--- src/rtl/epc_bus_pkg.sv ---
// Shared constants and types for the EPC peripheral bus controller.
package epc_bus_pkg;

  localparam logic [5:0] LCD_DATA_ADDR    = 6'h00;
  localparam logic [5:0] LCD_CONTROL_ADDR = 6'h04;
  localparam logic [5:0] UART_DATA_ADDR   = 6'h08;
  localparam logic [5:0] UART_STATUS_ADDR = 6'h0C;

  localparam int TIMEOUT_CYCLES_DEF = 1023;
  localparam int TW_DEF             = 10;

  typedef enum logic [2:0] {
    ST_IDLE,
    ST_DECODE,
    ST_LCD_WAIT,
    ST_UART_WAIT,
    ST_RESPOND,
    ST_RELEASE
  } state_e;

  typedef enum logic [1:0] {
    TGT_LCD,
    TGT_UART,
    TGT_STATUS,
    TGT_NONE
  } target_e;

  function automatic target_e decode_addr(input logic [5:0] addr);
    case (addr)
      LCD_DATA_ADDR, LCD_CONTROL_ADDR: return TGT_LCD;
      UART_DATA_ADDR:                  return TGT_UART;
      UART_STATUS_ADDR:                return TGT_STATUS;
      default:                         return TGT_NONE;
    endcase
  endfunction

endpackage

--- src/rtl/epc_strobe_sync.sv ---
// Two-flop synchronisers for the EPC strobes plus access-start edge detect.
module epc_strobe_sync (
  input  logic clk_i,
  input  logic rst_ni,
  input  logic ncs_i,
  input  logic nrd_i,
  input  logic nwr_i,
  output logic active_o,
  output logic start_o,
  output logic released_o,
  output logic wr_o
);

  // bit order {ncs, nrd, nwr}; reset to the inactive (high) level
  logic [2:0] meta_q;
  logic [2:0] sync_q;
  logic       active_q;

  always_ff @(posedge clk_i or negedge rst_ni) begin
    if (!rst_ni) begin
      meta_q   <= 3'b111;
      sync_q   <= 3'b111;
      active_q <= 1'b0;
    end else begin
      meta_q   <= {ncs_i, nrd_i, nwr_i};
      sync_q   <= meta_q;
      active_q <= active_o;
    end
  end

  assign active_o   = !sync_q[2] && (!sync_q[1] || !sync_q[0]);
  assign start_o    = active_o && !active_q;
  assign released_o = sync_q[1] && sync_q[0];
  assign wr_o       = !sync_q[0];

endmodule

--- src/rtl/epc_bus_controller.sv ---
// Transaction engine between the MicroBlaze EPC pins and the LCD / UART slaves.
//
//  state        | meaning
//  ST_IDLE      | waiting for a synced strobe rising edge
//  ST_DECODE    | request pulse out; local accesses (status, unmapped) resolve here
//  ST_LCD_WAIT  | waiting for lcd_ack or timeout
//  ST_UART_WAIT | waiting for uart_ack or timeout
//  ST_RESPOND   | first Rdy cycle
//  ST_RELEASE   | Rdy held until both synced strobes deassert
module epc_bus_controller
  import epc_bus_pkg::*;
#(
  parameter int TIMEOUT_CYCLES = TIMEOUT_CYCLES_DEF,
  parameter int TW             = TW_DEF
) (
  input  logic       clk,
  input  logic       nRst,
  input  logic       epc_nCS,
  input  logic [5:0] epc_Addr,
  input  logic       epc_nRD,
  input  logic       epc_nWR,
  input  logic [7:0] epc_DataO,
  output logic [7:0] epc_DataI,
  output logic       epc_Rdy,
  output logic       slv_wr,
  output logic [7:0] slv_wdata,
  output logic       lcd_req,
  output logic       lcd_rs,
  input  logic       lcd_ack,
  input  logic [7:0] lcd_rdata,
  output logic       uart_req,
  input  logic       uart_ack,
  input  logic [7:0] uart_rdata,
  input  logic [7:0] uart_status,
  output logic       err_timeout,
  output logic       err_decode,
  input  logic       err_clear
);

  logic active, start, released, wr_sync;

  epc_strobe_sync u_sync (
    .clk_i      (clk),
    .rst_ni     (nRst),
    .ncs_i      (epc_nCS),
    .nrd_i      (epc_nRD),
    .nwr_i      (epc_nWR),
    .active_o   (active),
    .start_o    (start),
    .released_o (released),
    .wr_o       (wr_sync)
  );

  state_e        state_q;
  target_e       tgt_q;
  logic [TW-1:0] cnt_q;
  logic          abort_q;
  logic [7:0]    data_q, wdata_q;
  logic          rdy_q, wr_q, lcd_req_q, uart_req_q, rs_q, err_to_q, err_dec_q;

  target_e    tgt_new;
  logic       slv_ack, abort_now, timed_out;
  logic [7:0] slv_rdata;

  always_comb begin
    tgt_new   = decode_addr(epc_Addr);
    slv_ack   = (state_q == ST_LCD_WAIT  && lcd_ack) ||
                (state_q == ST_UART_WAIT && uart_ack);
    slv_rdata = (state_q == ST_LCD_WAIT) ? lcd_rdata : uart_rdata;
    abort_now = abort_q || !active;
    timed_out = (cnt_q == TW'(TIMEOUT_CYCLES - 1));
  end

  always_ff @(posedge clk or negedge nRst) begin
    if (!nRst) begin
      state_q    <= ST_IDLE;
      tgt_q      <= TGT_NONE;
      cnt_q      <= '0;
      abort_q    <= 1'b0;
      data_q     <= 8'h00;
      wdata_q    <= 8'h00;
      rdy_q      <= 1'b0;
      wr_q       <= 1'b0;
      lcd_req_q  <= 1'b0;
      uart_req_q <= 1'b0;
      rs_q       <= 1'b0;
      err_to_q   <= 1'b0;
      err_dec_q  <= 1'b0;
    end else begin
      // error sets below are later assignments, so they beat a same-cycle clear
      if (err_clear) begin
        err_to_q  <= 1'b0;
        err_dec_q <= 1'b0;
      end
      lcd_req_q  <= 1'b0;
      uart_req_q <= 1'b0;
      case (state_q)
        ST_IDLE: begin
          if (start) begin
            tgt_q      <= tgt_new;
            wdata_q    <= epc_DataO;
            wr_q       <= wr_sync;
            rs_q       <= (epc_Addr == LCD_DATA_ADDR);
            lcd_req_q  <= (tgt_new == TGT_LCD);
            uart_req_q <= (tgt_new == TGT_UART);
            state_q    <= ST_DECODE;
          end
        end
        ST_DECODE: begin
          cnt_q   <= '0;
          abort_q <= !active;
          case (tgt_q)
            TGT_LCD:  state_q <= ST_LCD_WAIT;
            TGT_UART: state_q <= ST_UART_WAIT;
            TGT_STATUS: begin
              if (!wr_q) data_q <= uart_status;
              rdy_q   <= 1'b1;
              state_q <= ST_RESPOND;
            end
            default: begin
              data_q    <= 8'h00;
              err_dec_q <= 1'b1;
              rdy_q     <= 1'b1;
              state_q   <= ST_RESPOND;
            end
          endcase
        end
        ST_LCD_WAIT, ST_UART_WAIT: begin
          if (slv_ack || timed_out) begin
            if (slv_ack) begin
              if (!wr_q) data_q <= slv_rdata;
            end else begin
              data_q   <= 8'hFF;
              err_to_q <= 1'b1;
            end
            rdy_q   <= !abort_now;
            state_q <= abort_now ? ST_IDLE : ST_RESPOND;
          end else begin
            cnt_q   <= cnt_q + 1'b1;
            abort_q <= abort_now;
          end
        end
        ST_RESPOND, ST_RELEASE: begin
          if (released) begin
            rdy_q   <= 1'b0;
            state_q <= ST_IDLE;
          end else begin
            state_q <= ST_RELEASE;
          end
        end
        default: begin
          rdy_q   <= 1'b0;
          state_q <= ST_IDLE;
        end
      endcase
    end
  end

  assign epc_DataI   = data_q;
  assign epc_Rdy     = rdy_q;
  assign slv_wr      = wr_q;
  assign slv_wdata   = wdata_q;
  assign lcd_req     = lcd_req_q;
  assign lcd_rs      = rs_q;
  assign uart_req    = uart_req_q;
  assign err_timeout = err_to_q;
  assign err_decode  = err_dec_q;

endmodule
--- config.mk ---
export PLATFORM = sky130hd
export DESIGN_NAME = epc_bus_controller
export DESIGN_NICKNAME = d
export VERILOG_FILES = /design/src/rtl/epc_bus_pkg.sv /design/src/rtl/epc_strobe_sync.sv /design/src/rtl/epc_bus_controller.sv
export SDC_FILE = /design/constraint.sdc
export NUM_CORES = 1
export LEC_CHECK = 0
export CORE_ASPECT_RATIO = 0.6
export CORE_UTILIZATION = 40
export CTS_BUF_LIST = sky130_fd_sc_hd__clkbuf_4 sky130_fd_sc_hd__clkbuf_8
export CTS_CLUSTER_SIZE = 8
export DETAILED_ROUTE_END_ITERATION = 16
export PLACE_DENSITY = 0.81
export REMOVE_ABC_BUFFERS = 1
export SLEW_MARGIN = 15
export SYNTH_ARGS = -nofsm -noshare
export SYNTH_HDL_FRONTEND = slang
export SYNTH_HIERARCHICAL = 1
export SYNTH_SLANG_ARGS = --single-unit
export TNS_END_PERCENT = 10
--- constraint.sdc ---
create_clock -name clk -period 2.39 [get_ports clk]
set_input_delay 0.478 -clock clk [delete_from_list [all_inputs] [get_ports clk]]
set_output_delay 0.478 -clock clk [all_outputs]
set_load 0.005 [all_outputs]
---- Yosys cells after proc, flatten, opt, wreduce, memory -nomap -nowiden ----
Index checks and enable logic that the tools add are counted.
word-level totals
  flip-flop bits (word level) ............. 46
  output and inout port bits .............. 23
operators by class
  mux-type cells .......................... 33
  equal/unequal tests ..................... 19
  reduce and logical (&&, ||, !) cells .... 30
  $add $sub $neg .......................... 1
  bitwise logic cells ..................... 1
operators with widths
  kind                                                              number
  8-bit two-way mux                                                 5
  8-bit one-hot mux with 2 select lines                             2
  10-bit one-hot mux with 2 select lines                            1
  1-bit two-way mux                                                 15
  6-bit by 4-bit == test with 1-bit output (second input constant)  2
  3-bit two-way mux                                                 4
  3-bit one-hot mux with 4 select lines                             1
  10-bit by 1-bit adder with 10-bit output (second input constant)  1
  10-bit == test (second input constant)                            1
  10-bit two-way mux                                                1
  2-bit != test (second input constant)                             5
  2-bit OR reduction                                                4
  3-bit by 2-bit == test with 1-bit output (second input constant)  2
  3-bit == test (second input constant)                             2
  6-bit by 3-bit == test with 1-bit output (second input constant)  1
  1-bit logical NOT                                                 6
  6-bit logical NOT                                                 1
  3-bit != test (second input constant)                             2
  2-bit one-hot mux with 3 select lines                             1
  3-bit one-hot mux with 2 select lines                             1
  2-bit AND reduction                                               3
  1-bit logical AND                                                 5
  5-bit AND reduction                                               1
  2-bit by 1-bit == test with 1-bit output (second input constant)  2
  other kinds (11)                                                  15

---- Logic depth before layout (Yosys ltp) ----
  depth in word-level cells ............... 8
  depth in mapped cells ................... 7
  gate-level depth less buffers ........... 6

---- By module ----
Netlist, hierarchy kept.
modules (own cells, without submodules)
  module              cells an instance  times used  area an instance (µm²)
  epc_bus_controller  180                1           1,949.4
  epc_strobe_sync     11                 1           211.5

---- Worst setup path before layout ----
No wires, ideal clock.
  path type ............................... register to register
  start ................................... register cnt_q[0]
  end ..................................... register data_q[0] (netlist: epc_DataI[0])
  data arrival time ....................... 2.164 ns
  stages on the path, launching flop included .. 8
  required time ........................... 2.265 ns
  clock period less this slack ............ 2.288 ns
  setup slack ............................. 0.102 ns
  path through ............................ dfrtp_1 > inv_1 > ha_1 > nand4_2 > or3_1 > buf_2 > a2111oi_4 > mux2_2
on the way
  longest elaborated chain between the ends .. 4
ends and longest elaborated chain
  element                        line                       source
  start: declaration             epc_bus_controller.sv:56   logic [TW-1:0] cnt_q;
  start signal: assignment       epc_bus_controller.sv:139  cnt_q <= cnt_q + 1'b1;
  10-bit == test                 epc_bus_controller.sv:71   timed_out = (cnt_q == TW'(TIMEOUT_CYCLES - 1));
  1-bit logical OR               epc_bus_controller.sv:129  if (slv_ack || timed_out) begin
  2-bit != test (no line)        --
  5-bit AND reduction (no line)  --
  end signal: assignment         epc_bus_controller.sv:116  if (!wr_q) data_q <= uart_status;
  end signal: assignment         epc_bus_controller.sv:131  if (!wr_q) data_q <= slv_rdata;
  end: declaration               epc_bus_controller.sv:58   logic [7:0] data_q, wdata_q;
Every way passes these cells.
A chain may end at the register's enable or synchronous reset.

---- Final worst setup path ----
  start ................................... register cnt_q[1]
  end ..................................... register data_q[3] (netlist: epc_DataI[3])
Same word-level chain as after synthesis.

==> summary.txt <==
Outcome
  • Status: completed

Finish
  • Area occupied by multi-input gates: 945.9 um2
  • Commonest non-fill, non-tap cell in the layout: clkdlybuf4s50_1
  • Most frequent cells in the layout: clkdlybuf4s50_1 (67), dfrtp_1 (38), mux2_2 (18), nand2_1 (13), buf_4 (10)
  • Syn-to-layout area delta: 41.63%
  • Final net count: 316
  • Layout fillers: 431
  • Fin cells: 335
  • Core Util, Final: 59.66%
  • Layout cells sized above 1: 18.59%
  • Flip-flop and latch area: 1161 um2
  • # diodes: 0

Floorplanning
  • Die Wd: 96.89 um
  • Top Ports: 69
  • CORE AREA: 5130 um2
  • Die height: 58.93 um
  • Core Rows: 20
  • Die area: 5709 um2
  • Initial Utilization: 42.12%

STA
  • Max transition margin: 31.65%
  • Worst-Margin Slew: 1.023 ns
  • Max Fclk: 447.4 MHz
  • Final period util: 93.52%
  • Setup Skew: 0.003150 ns
  • Final min period: 2.235 ns
  • Max-slew violations: 0
  • Setup violators final: 0
  • RSZ-0062 raised after global routing: no
  • Hold_ws: 0.2596 ns
  • Hold Vio Cnt, Final: 0

Detailed routing
  • DR vias/cell: 5.442
  • Wire per inst: 14.65 um
  • Drc violations: 0
  • Final wirelength: 4.909 mm
  • 1st-pass router iterations: 4
  • Antenna-violating nets left: 0
  • Vias: 1823
  • Iter 0 DRT Violations: 67

Yosys
  • Seq/Total Area, Yosys: 53.73%
  • Syn Area/Cell: 11.31 um2
  • Post-synth EDFFs: 0
  • Synth async-reset ratio: 100.0%
  • Number of synthesized register bits: 46
  • Cell taking the most area after synthesis: dfrtp_1
  • Most area-consuming cells after synthesis: dfrtp_1 (44%), dfstp_2 (9.7%), mux2_2 (9.4%), o2bb2ai_1 (2.8%), o22ai_1 (2.3%)
  • Top-area cell type share of the netlist area: 44.01%
  • Cell area after synthesis: 2161 um2
  • Primary FF master, synth: dfrtp_1
  • Netlist cell types: 43
  • Syn Inst Count: 191
  • Total number of yosys warnings: 6

Setup path
  • Critical path capture point: epc_DataI[3]$_DFFE_PN0P_
  • CP max-delay cell: or3_1
  • WP buf/inv: 1
  • CP max stage delay: 0.48 ns
  • FF-to-FF Start: cnt_q[1]$_DFFE_PN0P_
  • Worst Path Required: 2.57 ns
  • Setup crit start kind: flop
  • Crit path max fanout: 8
  • FF-to-FF End: epc_DataI[3]$_DFFE_PN0P_
  • Crit path max-delay family: simple AND/OR/NAND/NOR gates
  • Setup crit end kind: flop
  • Type of the worst setup path: flop to flop
  • WP depth: 6
  • Arrival time at the worst endpoint: 2.41 ns
  • Crit-path cells: ha_1, nand4_2, or3_1, a2111oi_4, buf_6, mux2_2
  • R2R depth: 6
  • Launch point of the worst path: cnt_q[1]$_DFFE_PN0P_
  • Register-to-register setup slack: 0.15 ns

Clock tree
  • Clock sinks: 46
  • H-tree depth: 2
  • Worst-Skew Late Latency: 0.29 ns
  • Max Root-Sink Buffers: 2
  • Clk slew on worst S/H paths: 0.08 ns
  • Clk root buf: clkbuf_8
  • Num CTS Buffers: 5
  • Post-CTS Setup Inserts: 0
  • TritonCTS clock tree: built

Place
  • PortBufs: 68
  • Post-DP HPWL: 3.685 mm
  • Routability cong.: 0.8547
  • Inst Count DP: 327

Power
  • Static Leak: 1.254 nW
  • Pwr per Cell Area: 823.7 nW/um2
  • Peak supply drop: 353.9 uV

Worst hold path
  • Hold WC Path Type: input port to async pin

GRT
  • Largest net degree at the start of global routing: 47
  • Via count of the first global-routing pass: 1807
  • Initial antenna violation count: 0
  • GRT Overall Usage: 18.46%
  • First-pass GRT wire length: 8.369 mm
  • Total grt overflow: 0

Flow run
  • Max Cap Viol: 0
-- timing repair --
item,in CTS,in global routing
gates resized for setup,0,1
hold buffers,0,0
setup endpoints to repair,0,1
-- logic make-up after synthesis --
kind of cell | after synthesis | share of synthesized area [%]
fa+ha+maj | 2 | 1.158
flops | 46 | 53.73
mux | 21 | 10.77
compound gates | 52 | 18.07
simple gates | 56 | 13.78
buf+inv | 14 | 2.490
-- synthesized netlist by cell type, drive strengths merged (2+ instances only) --
master   number
o21a          2
a21oi         7
mux2         18
o21ai         8
inv           5
dfrtp        38
o32ai         2
nor4          3
or3           3
and3          4
nor2          8
a31oi         2
clkbuf        8
nand3         5
nand2        13
nand4         3
mux2i         3
o22ai         8
nor2b         2
nor3b         3
o31ai         3
o2bb2ai       7
nor3          6
ha            2
dfstp         8
nand2b        3
o211ai        2
-- layout make-up --
class,count,share of cell area [%]
multi-input combinational,131,30.91
timing repair buffer,79,24.90
clock buffer,5,2.249
inverter,5,0.6132
tap,66,2.698
clock inverter,3,0.6950
sequential,46,37.94
-- report_power, final --
part | switching (mW) | leakage [nW] | internal [mW]
registers | 0.132 | 0.581 | 0.972
logic | 0.356 | 0.628 | 0.598
clock network | 0.257 | 0.0441 | 0.205
total | 0.746 | 1.25 | 1.78
-- metrics by stage --
step / worst slack, ns / total power, mW / instance area, um2 / setup TNS, ns
final: 0.1549 / 2.521 / 3060 / 0
after CTS: 0.1312 / 2.546 / 3057 / 0
after detailed placement: -0.02380 / 2.071 / 2967 / -0.02380
after floorplan: 0.1097 / 1.539 / 2126 / 0
after global routing: 0.02939 / 2.683 / 3060 / 0
after global placement: 0.03298 / 2.045 / 2967 / 0
-- metal layers --
metal | up-vias | part of all wire, % | global-route usage (%)
li1 | 877 | - | -
met1 | 873 | 48 | 24.94
met2 | 71 | 44 | 29.07
met3 | 2 | 7.9 | 6.295
met4 | 0 | 0.20 | 4.264
met5 | - | 0 | 0
-- worst min-delay path by stage --
| stage | from | end | slack, ns | cells after the start |
|---|---|---|---|---|
| floorplan | nRst | abort_q$_DFFE_PN0P_ | 0.18 | 0 |
| global placement | u_sync/meta_q[0]$_DFF_PN1_ | u_sync/sync_q[0]$_DFF_PN1_ | 0.35 | 0 |
| detailed placement | u_sync/meta_q[2]$_DFF_PN1_ | u_sync/sync_q[2]$_DFF_PN1_ | 0.35 | 0 |
| CTS | nRst | epc_Rdy$_DFFE_PN0P_ | 0.27 | 2 |
| global route | nRst | state_q[0]$_DFFE_PN0P_ | 0.30 | 2 |
| finish | nRst | epc_Rdy$_DFFE_PN0P_ | 0.26 | 2 |
-- registers in the layout, indices dropped and copies added, names as in the netlist --
signal           cells
slv_wdata            8
state_q              3
lcd_rs               1
abort_q              1
lcd_req              1
err_decode           1
u_sync/meta_q        3
u_sync/active_q      1
slv_wr               1
cnt_q               10
u_sync/sync_q        3
err_timeout          1
uart_req             1
epc_Rdy              1
epc_DataI            8
tgt_q                2
(Power assumes the default switching activity.)
